`config.mk`:
```
export PLATFORM = sky130hd
export DESIGN_NAME = au8_op_sequencer_flat
export DESIGN_NICKNAME = d
export VERILOG_FILES = /design/src/rtl/au8_op_sequencer_if.sv /design/src/rtl/au8_op_sequencer.sv /design/src/flat_wrapper.sv
export SDC_FILE = /design/constraint.sdc
export NUM_CORES = 1
export LEC_CHECK = 0
export ABC_CLOCK_PERIOD_IN_PS = 1900
export CORE_ASPECT_RATIO = 0.9
export CORE_MARGIN = 5
export CORE_UTILIZATION = 30
export DETAILED_ROUTE_END_ITERATION = 16
export SLEW_MARGIN = 0
export SYNTH_ARGS = -nofsm -noshare
export SYNTH_HDL_FRONTEND = slang
export SYNTH_SLANG_ARGS = --single-unit
```
`constraint.sdc`:
```
create_clock -name clk -period 1.9 [get_ports clk]
set_input_delay 0.38 -clock clk [delete_from_list [all_inputs] [get_ports clk]]
set_output_delay 0.38 -clock clk [all_outputs]
set_load 0.01 [all_outputs]
```
`src/rtl/au8_op_sequencer_if.sv`:
```
// Board-side and AU8-side signals of the operand sequencer.
// The master modport is the sequencer; the slave modport is the board/AU8 side.
interface au8_op_sequencer_if;
  logic [7:0] sw;
  logic       as_sw;
  logic       enter;
  logic       clear_req;
  logic       chain;
  logic [7:0] rout;
  logic [7:0] x;
  logic       in_a;
  logic       in_b;
  logic       out;
  logic       clear;
  logic       add_subtract;
  logic       busy;
  logic [2:0] phase;

  modport master (
    input  sw, as_sw, enter, clear_req, chain, rout,
    output x, in_a, in_b, out, clear, add_subtract, busy, phase
  );

  modport slave (
    output sw, as_sw, enter, clear_req, chain, rout,
    input  x, in_a, in_b, out, clear, add_subtract, busy, phase
  );
endinterface

```
`src/rtl/au8_op_sequencer.sv`:
```
// AU8 front-end: debounces Enter/ClearReq and sequences the A, B and result strobes.
// Define AU8_CHAIN_EN to let Enter+Chain in SHOW reload A from Rout.
module au8_op_sequencer #(
  parameter int unsigned      CNT_W           = 16,
  parameter logic [CNT_W-1:0] DEBOUNCE_CYCLES = CNT_W'(50000),
  parameter logic [3:0]       SETTLE_CYCLES   = 4'd4
) (
  input logic                clk,
  input logic                clr,
  au8_op_sequencer_if.master bus
);

  localparam logic [CNT_W-1:0] DbLast     = DEBOUNCE_CYCLES - CNT_W'(1);
  localparam logic [3:0]       SettleLast = SETTLE_CYCLES - 4'd1;

  typedef enum logic [2:0] {
    StWaitA = 3'd0,
    StLoadA = 3'd1,
    StWaitB = 3'd2,
    StLoadB = 3'd3,
    StExec  = 3'd4,
    StLatch = 3'd5,
    StShow  = 3'd6
  } state_e;

  // Bit 0 is Enter, bit 1 is ClearReq.
  logic [1:0]       raw;
  logic [1:0]       sync1_q, sync2_q, level_q, pulse_q;
  logic [CNT_W-1:0] db_cnt_q [2];
  logic             enter_p, clear_p;

  assign raw     = {bus.clear_req, bus.enter};
  assign enter_p = pulse_q[0];
  assign clear_p = pulse_q[1];

  // Any sample that disagrees with the accepted level is counted; agreement restarts the count.
  always_ff @(posedge clk or negedge clr) begin
    if (!clr) begin
      sync1_q <= '0;
      sync2_q <= '0;
      level_q <= '0;
      pulse_q <= '0;
      for (int i = 0; i < 2; i++) db_cnt_q[i] <= '0;
    end else begin
      sync1_q <= raw;
      sync2_q <= sync1_q;
      for (int i = 0; i < 2; i++) begin
        pulse_q[i] <= 1'b0;
        if (sync2_q[i] == level_q[i]) begin
          db_cnt_q[i] <= '0;
        end else if (db_cnt_q[i] == DbLast) begin
          db_cnt_q[i] <= '0;
          level_q[i]  <= sync2_q[i];
          pulse_q[i]  <= sync2_q[i];
        end else begin
          db_cnt_q[i] <= db_cnt_q[i] + CNT_W'(1);
        end
      end
    end
  end

  state_e     state_q, state_d;
  logic [3:0] step_q, step_d;
  logic [7:0] x_q, x_d;
  logic       as_q, as_d;
  logic       in_a_q, in_a_d, in_b_q, in_b_d, out_q, out_d, clear_q, clear_d;

  always_ff @(posedge clk or negedge clr) begin
    if (!clr) begin
      state_q <= StWaitA;
      step_q  <= '0;
      x_q     <= '0;
      as_q    <= 1'b0;
      in_a_q  <= 1'b0;
      in_b_q  <= 1'b0;
      out_q   <= 1'b0;
      clear_q <= 1'b0;
    end else begin
      state_q <= state_d;
      step_q  <= step_d;
      x_q     <= x_d;
      as_q    <= as_d;
      in_a_q  <= in_a_d;
      in_b_q  <= in_b_d;
      out_q   <= out_d;
      clear_q <= clear_d;
    end
  end

  always_comb begin
    state_d = state_q;
    step_d  = step_q;
    x_d     = x_q;
    as_d    = as_q;
    clear_d = 1'b0;
    if (clear_p) begin
      state_d = StWaitA;
      step_d  = '0;
      x_d     = '0;
      as_d    = 1'b0;
      clear_d = 1'b1;
    end else begin
      unique case (state_q)
        StWaitA: begin
          if (enter_p) begin
            state_d = StLoadA;
            step_d  = '0;
            x_d     = bus.sw;
          end
        end
        StLoadA: begin
          if (step_q == 4'd2) begin
            state_d = StWaitB;
            step_d  = '0;
          end else begin
            step_d = step_q + 4'd1;
          end
        end
        StWaitB: begin
          if (enter_p) begin
            state_d = StLoadB;
            step_d  = '0;
            x_d     = bus.sw;
            as_d    = bus.as_sw;
          end
        end
        StLoadB: begin
          if (step_q == 4'd2) begin
            state_d = StExec;
            step_d  = '0;
          end else begin
            step_d = step_q + 4'd1;
          end
        end
        StExec: begin
          if (step_q == SettleLast) begin
            state_d = StLatch;
            step_d  = '0;
          end else begin
            step_d = step_q + 4'd1;
          end
        end
        StLatch: begin
          if (step_q == 4'd2) begin
            state_d = StShow;
            step_d  = '0;
          end else begin
            step_d = step_q + 4'd1;
          end
        end
        StShow: begin
          if (enter_p) begin
`ifdef AU8_CHAIN_EN
            if (bus.chain) begin
              state_d = StLoadA;
              step_d  = '0;
              x_d     = bus.rout;
            end else begin
              state_d = StWaitA;
            end
`else
            state_d = StWaitA;
`endif
          end
        end
        default: begin
          state_d = StWaitA;
          step_d  = '0;
        end
      endcase
    end
    // Strobes are registered from the next state so a clear in the same cycle keeps them low.
    in_a_d = (state_d == StLoadA) && (step_d == 4'd1);
    in_b_d = (state_d == StLoadB) && (step_d == 4'd1);
    out_d  = (state_d == StLatch) && (step_d == 4'd1);
  end

`ifndef AU8_CHAIN_EN
  logic unused_chain;
  assign unused_chain = ^{bus.chain, bus.rout};
`endif

  assign bus.x            = x_q;
  assign bus.in_a         = in_a_q;
  assign bus.in_b         = in_b_q;
  assign bus.out          = out_q;
  assign bus.clear        = clear_q;
  assign bus.add_subtract = as_q;
  assign bus.phase        = state_q;
  assign bus.busy         = (state_q == StLoadA) || (state_q == StLoadB) ||
                            (state_q == StExec)  || (state_q == StLatch);

endmodule

```
`src/flat_wrapper.sv`:
```
// flat-port wrapper written by rule: the top's interface ports become plain ports
module au8_op_sequencer_flat 
#(
  parameter int unsigned      CNT_W           = 16,
  parameter logic [CNT_W-1:0] DEBOUNCE_CYCLES = CNT_W'(50000),
  parameter logic [3:0]       SETTLE_CYCLES   = 4'd4
)
  (clk, clr, bus_sw, bus_as_sw, bus_enter, bus_clear_req, bus_chain, bus_rout, bus_x, bus_in_a, bus_in_b, bus_out, bus_clear, bus_add_subtract, bus_busy, bus_phase);
  au8_op_sequencer_if bus_i ();
  input logic clk;
  input logic clr;
  input wire logic [$bits(bus_i.sw)-1:0] bus_sw;
  input wire logic [$bits(bus_i.as_sw)-1:0] bus_as_sw;
  input wire logic [$bits(bus_i.enter)-1:0] bus_enter;
  input wire logic [$bits(bus_i.clear_req)-1:0] bus_clear_req;
  input wire logic [$bits(bus_i.chain)-1:0] bus_chain;
  input wire logic [$bits(bus_i.rout)-1:0] bus_rout;
  output wire logic [$bits(bus_i.x)-1:0] bus_x;
  output wire logic [$bits(bus_i.in_a)-1:0] bus_in_a;
  output wire logic [$bits(bus_i.in_b)-1:0] bus_in_b;
  output wire logic [$bits(bus_i.out)-1:0] bus_out;
  output wire logic [$bits(bus_i.clear)-1:0] bus_clear;
  output wire logic [$bits(bus_i.add_subtract)-1:0] bus_add_subtract;
  output wire logic [$bits(bus_i.busy)-1:0] bus_busy;
  output wire logic [$bits(bus_i.phase)-1:0] bus_phase;
  assign bus_i.sw = bus_sw;
  assign bus_i.as_sw = bus_as_sw;
  assign bus_i.enter = bus_enter;
  assign bus_i.clear_req = bus_clear_req;
  assign bus_i.chain = bus_chain;
  assign bus_i.rout = bus_rout;
  assign bus_x = bus_i.x;
  assign bus_in_a = bus_i.in_a;
  assign bus_in_b = bus_i.in_b;
  assign bus_out = bus_i.out;
  assign bus_clear = bus_i.clear;
  assign bus_add_subtract = bus_i.add_subtract;
  assign bus_busy = bus_i.busy;
  assign bus_phase = bus_i.phase;
  au8_op_sequencer #(.CNT_W(CNT_W), .DEBOUNCE_CYCLES(DEBOUNCE_CYCLES), .SETTLE_CYCLES(SETTLE_CYCLES)) u_core (.clk(clk), .clr(clr), .bus(bus_i));
endmodule
```
==> results of run 1 <==
power groups by stage:
| stage | Combinational [mW] | Sequential, mW | Clock, mW |
|---|---|---|---|
| after floorplan | 0.0244 | 1.32 | 0 |
| after global placement | 0.0878 | 1.33 | 0 |
| after detailed placement | 0.0888 | 1.33 | 0 |
| after CTS | 0.0886 | 1.30 | 1.30 |
| after global routing | 0.0986 | 1.31 | 1.37 |
| final | 0.0846 | 1.30 | 1.26 |
flip-flops by register name, summed over array words and instances (netlist names), 2 cells and up:
| name | cells |
|---|---|
| u_core.bus.phase | 3 |
| u_core.bus.x | 8 |
| u_core.db_cnt_q | 32 |
| u_core.level_q | 2 |
| u_core.pulse_q | 2 |
| u_core.step_q | 4 |
| u_core.sync1_q | 2 |
| u_core.sync2_q | 2 |
what timing repair did:
action	CTS	global route
hold endpoints to repair	0	0
pin swaps	0	6
buffers inserted	0	4
hold buffers	0	0
gates resized for setup	3	14
endpoints found under the setup margin	3	7
cell families (layout without fill, tap and decap cells):
family                     count (synthesis)  count (layout)  synth area share
and+or+nand+nor                          124             124             0.228
DFF                                       60              60             0.512
AOI/OAI and AO/OA                         42              42            0.0972
xor gates and xnor gates                  25              25            0.0746
buffers and inverters                     21              81            0.0290
muxes                                     11              11            0.0384
adders and majority gates                  5               5            0.0213
final cells by class:
cell class	instances	area share
sequential	60	0.394
multi-input combinational	207	0.367
timing repair buffer	56	0.132
tap	126	0.0413
clock buffer	11	0.0370
clock inverter	5	0.0197
inverter	9	0.00884
worst reg2reg max path, stage by stage (launching register included):
cell and delay, ns:
dfrtp_2 0.47, or3b_4 0.40, o32a_1 0.18, o32a_1 0.42
nor4_2 0.27
routing by layer:
metal  vias to the layer above  GRT usage
met5                         -          0
met4                         0     0.0390
met3                         7     0.0379
met2                        29      0.163
met1                      1096      0.150
li1                       1144          -
worst max path at each step:
| stage | slack, ns | start | end | cells after the start |
|---|---|---|---|---|
| 6_report | 0.08 | u_core.bus.phase[1]$_DFF_PN0_ | u_core.bus.in_a$_DFF_PN0_ | 4 |
| 5_1_grt | -0.01 | u_core.bus.phase[1]$_DFF_PN0_ | u_core.bus.in_a$_DFF_PN0_ | 4 |
| 4_1_cts | 0.007 | u_core.bus.phase[1]$_DFF_PN0_ | u_core.bus.out$_DFF_PN0_ | 4 |
| 3_5_place_dp | 0.006 | u_core.step_q[1]$_DFF_PN0_ | u_core.bus.out$_DFF_PN0_ | 5 |
| 3_3_place_gp | 0.06 | u_core.step_q[0]$_DFF_PN0_ | u_core.bus.out$_DFF_PN0_ | 5 |
| 2_1_floorplan | 0.08 | u_core.step_q[0]$_DFF_PN0_ | u_core.bus.out$_DFF_PN0_ | 6 |
cells in the final DEF (no fill, tap or decap), drive strengths merged, types with 7 or more instances in the layout:
master,n
a21oi,14
and3,7
buf,28
clkbuf,11
clkdlybuf4s50,27
dfrtp,60
inv,9
mux2i,9
nand2,17
nand3,12
nand4,10
nor2,39
o21ai,7
xnor2,11
xor2,14
cells in the mapped netlist (3+ instances only):
library cell  instances  share of area
inv_1                 9          0.012
o21ai_0               7          0.012
dfrtp_1              60           0.51
nand3_1              11          0.019
clkbuf_1              9          0.012
a21oi_1              14          0.024
nor4_1                5          0.011
nand4_1              10          0.021
o31ai_1               3         0.0077
mux2i_1               9          0.031
nor2_1               39          0.050
xor2_1               14          0.042
xnor2_1              11          0.033
a41oi_1               3         0.0090
nand2b_1              5          0.011
nor4b_1               4          0.012
or3_1                 5          0.011
nor3b_1               5          0.013
ha_1                  5          0.021
and3_1                7          0.015
nand2_1              17          0.022
per-stage QoR:
step,instances,setup WS [ns],hold WS [ns],utilization
6_report,474,0.0814,0.0393,0.397
5_1_grt,474,-0.0112,0.0586,0.397
4_1_cts,470,0.00673,0.0528,0.389
3_5_place_dp,454,0.00554,0.336,0.366
3_3_place_gp,454,0.0562,0.334,0.366
2_1_floorplan,288,0.0774,0.0844,-
==> flow_metrics.py, run 1 <==
metrics = {
    "yosys": {
        "synth-async-reset-ratio": 1.00,
        "syn_area_per_cell_um2": 10.2,
        "synth-seq-cells": 60,
        "synth-edff-count": 0,
        "synth_fp_nets": 315,
        "synth_cells": 288,
        "synth_warnings": 0,
        "synth.cell_area_um2": 2940,
        "ys_types": 46,
        "ys_seq_area_frac": 0.512,
        "synth_flop_cell": "dfrtp_1",
    },
    "cts": {
        "clk_path_buf_depth": 2,
        "clock_latency_ns": 0.33,
        "clock-sinks": 60,
        "root_buffer": "clkbuf_8",
        "cts_tree": "yes",
        "cts_inserted_buffers": 9,
        "clk_pin_slew_ns": 0.07,
        "htreeDepth": 3,
    },
    "global_route": {
        "grtUsageTotal": 0.111,
        "grt_pass1_vias": 2221,
        "grt_pass1_wl_um": 10700,
        "overflow": 0,
        "antenna_found_initial": 0,
        "grt_max_degree": 61,
    },
    "sta": {
        "finalMaxSlewViolations": 0,
        "finalCritPeriodShare": 0.957,
        "slew_headroom": 0.780,
        "hold_viol": 0,
        "fmax_ghz": 0.550,
        "skew_ns": 0.00965,
        "fin_crit_ns": 1.82,
        "setup_viol": 0,
        "rsz0062_at_grt": "yes",
        "tightest_slew_ns": 0.326,
        "setup_tns_ns": 0,
    },
    "drt": {
        "ant_nets": 0,
        "via_per_inst": 4.80,
        "vias": 2276,
        "drtIter0Drc": 170,
        "top_layer_used": "met4",
        "drt-total-wl_um": 6220,
        "wire_per_inst_um": 13.1,
        "met3WireLength_um": 227,
        "drc": 0,
        "route.met2.wl_um": 2840,
        "m1WireLength_um": 3060,
        "firstDrtPassIters": 4,
    },
    "setup_path": {
        "crit_family": "simple AND/OR/NAND/NOR gates",
        "setup.worst_path.class": "reg2reg",
        "ff2ff_setup_slack_ns": 0.08,
        "arrival_ns": 2.07,
        "cp_common_cell": "o32a_1",
        "r2r-end": "u_core.bus.in_a$_DFF_PN0_",
        "path_cells": "or3b_4, o32a_1, o32a_1, nor4_2",
        "cp-end-kind": "flop",
        "cp-start-kind": "flop",
        "r2r_start": "u_core.bus.phase[1]$_DFF_PN0_",
        "cp_slowest_stage_delay_ns": 0.47,
        "worstRegToRegCells": 4,
        "worstPathRequired_ns": 2.15,
        "crit_buf_inv": 0,
        "cpMaxStageDelayCell": "dfrtp_2",
        "path_max_fanout": 8,
    },
    "pwr": {
        "switching_power_uw": 549,
        "share_comb_of_total_power": 0.032,
        "switching_share": 0.207,
        "vdd_drop_max_uv": 475,
        "finalPower_mw": 2.65,
        "p_leak_nw": 1.62,
        "p_clk_frac": 0.476,
        "powerDensity_nw_per_um2": 693,
        "seqPwrFrac": 0.492,
        "p_int_mw": 2.10,
    },
    "die": {
        "design.core.area_um2": 9610,
        "fp.dieH_um": 104,
        "start_util": 0.305,
        "die_area_um2": 11900,
        "rows": 34,
        "ios": 39,
        "die_w_um": 114,
    },
    "finish": {
        "seqCellArea_um2": 1510,
        "multi_input_area_um2": 1400,
        "n_antenna_cell": 0,
        "drive_above_1_share": 0.193,
        "area_growth_pct": 30.1,
        "fillers": 964,
        "fin_nets": 370,
        "finish.instance_area_um2": 3820,
    },
    "run": {
        "cap_viol_max_count": 0,
    },
    "placement": {
        "globalplace.congestion": 0.851,
        "io_buffer_count": 29,
        "place_area_um2": 3520,
        "hpwl_um": 4290,
    },
    "worst_hold_path": {
        "hp-class": "in2async",
    },
    "run_status": {
        "status": "completed",
    },
}
No activity file was read; power rests on OpenSTA's default activity.
==> inputs of run 2 (changes only) <==
Settings changed: ABC_CLOCK_PERIOD_IN_PS 1900 to 2100, SLEW_MARGIN 0 to 20.
Clock period 1.9 ns to 2.1 ns, I/O delays scaled along.
==> run 2 against run 1 <==
  * Highest routed layer unchanged
  * Die area did not move
  * Sequential share of layout area rose by 2.2 points
  * Setup slack improved by 0.10 ns
  * Largest power group unchanged
  * Sequential power fell by 9%
  * Design area fell by 5.5%
==> flow_metrics.py, run 2 (synthesis results as in run 1) <==
metrics = {
    "pwr": {
        "p_int_mw": 1.78,
        "p_clk_frac": 0.438,
        "finalPower_mw": 2.23,
        "share_comb_of_total_power": 0.033,
        "vdd_drop_max_uv": 258,
        "powerDensity_nw_per_um2": 618,
        "switching_share": 0.204,
        "p_leak_nw": 1.51,
        "seqPwrFrac": 0.529,
        "switching_power_uw": 456,
    },
    "sta": {
        "finalCritPeriodShare": 0.914,
        "skew_ns": 0.0101,
        "hold_viol": 0,
        "setup_viol": 0,
        "slew_headroom": 0.647,
        "rsz0062_at_grt": "no",
        "fmax_ghz": 0.521,
        "hold_ws_ns": 0.0691,
        "fin_crit_ns": 1.92,
        "worst_slack_ns": 0.181,
        "finalMaxSlewViolations": 0,
        "tightest_slew_ns": 0.528,
        "setup_tns_ns": 0,
    },
    "cts": {
        "hold_buffers": 0,
        "htreeDepth": 3,
        "root_buffer": "clkbuf_8",
        "cts_tree": "yes",
        "clk_pin_slew_ns": 0.06,
        "clock-sinks": 60,
        "clk_path_buf_depth": 2,
        "clock_latency_ns": 0.33,
        "cts_inserted_buffers": 9,
    },
    "setup_path": {
        "setup.worst_path.class": "reg2reg",
        "arrival_ns": 2.14,
        "r2r-end": "u_core.bus.in_a$_DFF_PN0_",
        "cp_slowest_stage_delay_ns": 0.49,
        "r2r_start": "u_core.step_q[1]$_DFF_PN0_",
        "cp-start-kind": "flop",
        "path_cells": "ha_1, a21boi_0, a211oi_1, o32a_1, nor4_1",
        "ff2ff_setup_slack_ns": 0.18,
        "cp.depth": 5,
        "crit_family": "compound AO/OA/AOI/OAI gates",
        "endpoint": "u_core.bus.in_a$_DFF_PN0_",
        "worstPathRequired_ns": 2.32,
        "crit_buf_inv": 0,
        "worstSetupStartpoint": "u_core.step_q[1]$_DFF_PN0_",
        "worstRegToRegCells": 5,
        "path_max_fanout": 9,
        "cpMaxStageDelayCell": "dfrtp_1",
        "cp-end-kind": "flop",
    },
    "die": {
        "rows": 34,
        "die_area_um2": 11900,
        "ios": 39,
        "fp.dieH_um": 104,
        "design.core.area_um2": 9610,
        "start_util": 0.305,
        "die_w_um": 114,
    },
    "finish": {
        "drive_above_1_share": 0.112,
        "mostFrequentLayoutCells": "dfrtp_1, nor2_1, clkdlybuf4s50_1",
        "final_util": 0.375,
        "finish.instance_area_um2": 3610,
        "fin_nets": 352,
        "finalNonFillerCells": 455,
        "largest_reg_flops": 32,
        "top_register": "u_core.db_cnt_q",
        "area_growth_pct": 23.0,
        "final_common_cell": "dfrtp_1",
        "n_antenna_cell": 0,
    },
    "drt": {
        "ant_nets": 0,
        "drt-total-wl_um": 5910,
        "wire_per_inst_um": 13.0,
        "drtIter0Drc": 164,
        "firstDrtPassIters": 4,
        "via_per_inst": 4.85,
        "vias": 2209,
        "drc": 0,
    },
    "placement": {
        "io_buffer_count": 29,
        "pre_cts_slack_ns": 0.0988,
        "post-place-cells": 440,
        "hpwl_um": 4100,
        "place_area_um2": 3410,
        "globalplace.congestion": 0.828,
    },
    "global_route": {
        "overflow": 0,
        "grtUsageTotal": 0.111,
        "grt_max_degree": 61,
        "grt_pass1_vias": 2286,
        "antenna_found_initial": 0,
        "grt_pass1_wl_um": 10900,
    },
    "run": {
        "cap_viol_max_count": 0,
    },
    "worst_hold_path": {
        "hp-class": "in2async",
    },
    "run_status": {
        "status": "completed",
    },
}
-- run 2: cell type report --
type                    count  area [um^2]
multi-input cells         207         1370
clock buffers              13          149
repair buffers             38          364
inverters                   9         33.8
flip-flops and latches     60         1500
well taps                 126          158
fillers                   967         6000
clock inverters             2         35.0
-- run 2: power by group through the flow --
stage               Clock (mW)  Combinational (mW)  Sequential (mW)
CTS                       1.01              0.0772             1.18
global route              1.08              0.0856             1.18
floorplan                    0              0.0221             1.20
finish                   0.977              0.0743             1.18
detailed placement           0              0.0764             1.20
global placement             0              0.0763             1.20
-- run 2: timing repair --
| action | CTS | global route |
|---|---|---|
| setup endpoints to repair | 1 | 3 |
| resized for setup | 4 | 2 |
| pin swaps | 0 | 0 |
| setup buffers | 0 | 0 |
-- run 2: worst min-delay path by stage --
stage	startpoint	depth (start not counted)	slack (ns)	end
floorplan	clr	0	0.12	u_core.bus.add_subtract$_DFFE_PN0P_
global placement	u_core.sync1_q[1]$_DFF_PN0_	0	0.33	u_core.sync2_q[1]$_DFF_PN0_
detailed placement	u_core.sync1_q[1]$_DFF_PN0_	0	0.34	u_core.sync2_q[1]$_DFF_PN0_
CTS	clr	2	0.08	u_core.db_cnt_q[24]$_DFF_PN0_
global route	clr	2	0.10	u_core.db_cnt_q[24]$_DFF_PN0_
finish	clr	2	0.07	u_core.db_cnt_q[24]$_DFF_PN0_
-- run 2: metal layers --
| layer | track usage | vias up | part of all wire |
|---|---|---|---|
| li1 | - | 1104 | - |
| met1 | 0.159 | 1062 | 0.51 |
| met2 | 0.157 | 33 | 0.44 |
| met3 | 0.0286 | 10 | 0.027 |
| met4 | 0.0500 | 0 | 0.021 |
| met5 | 0 | - | 0 |
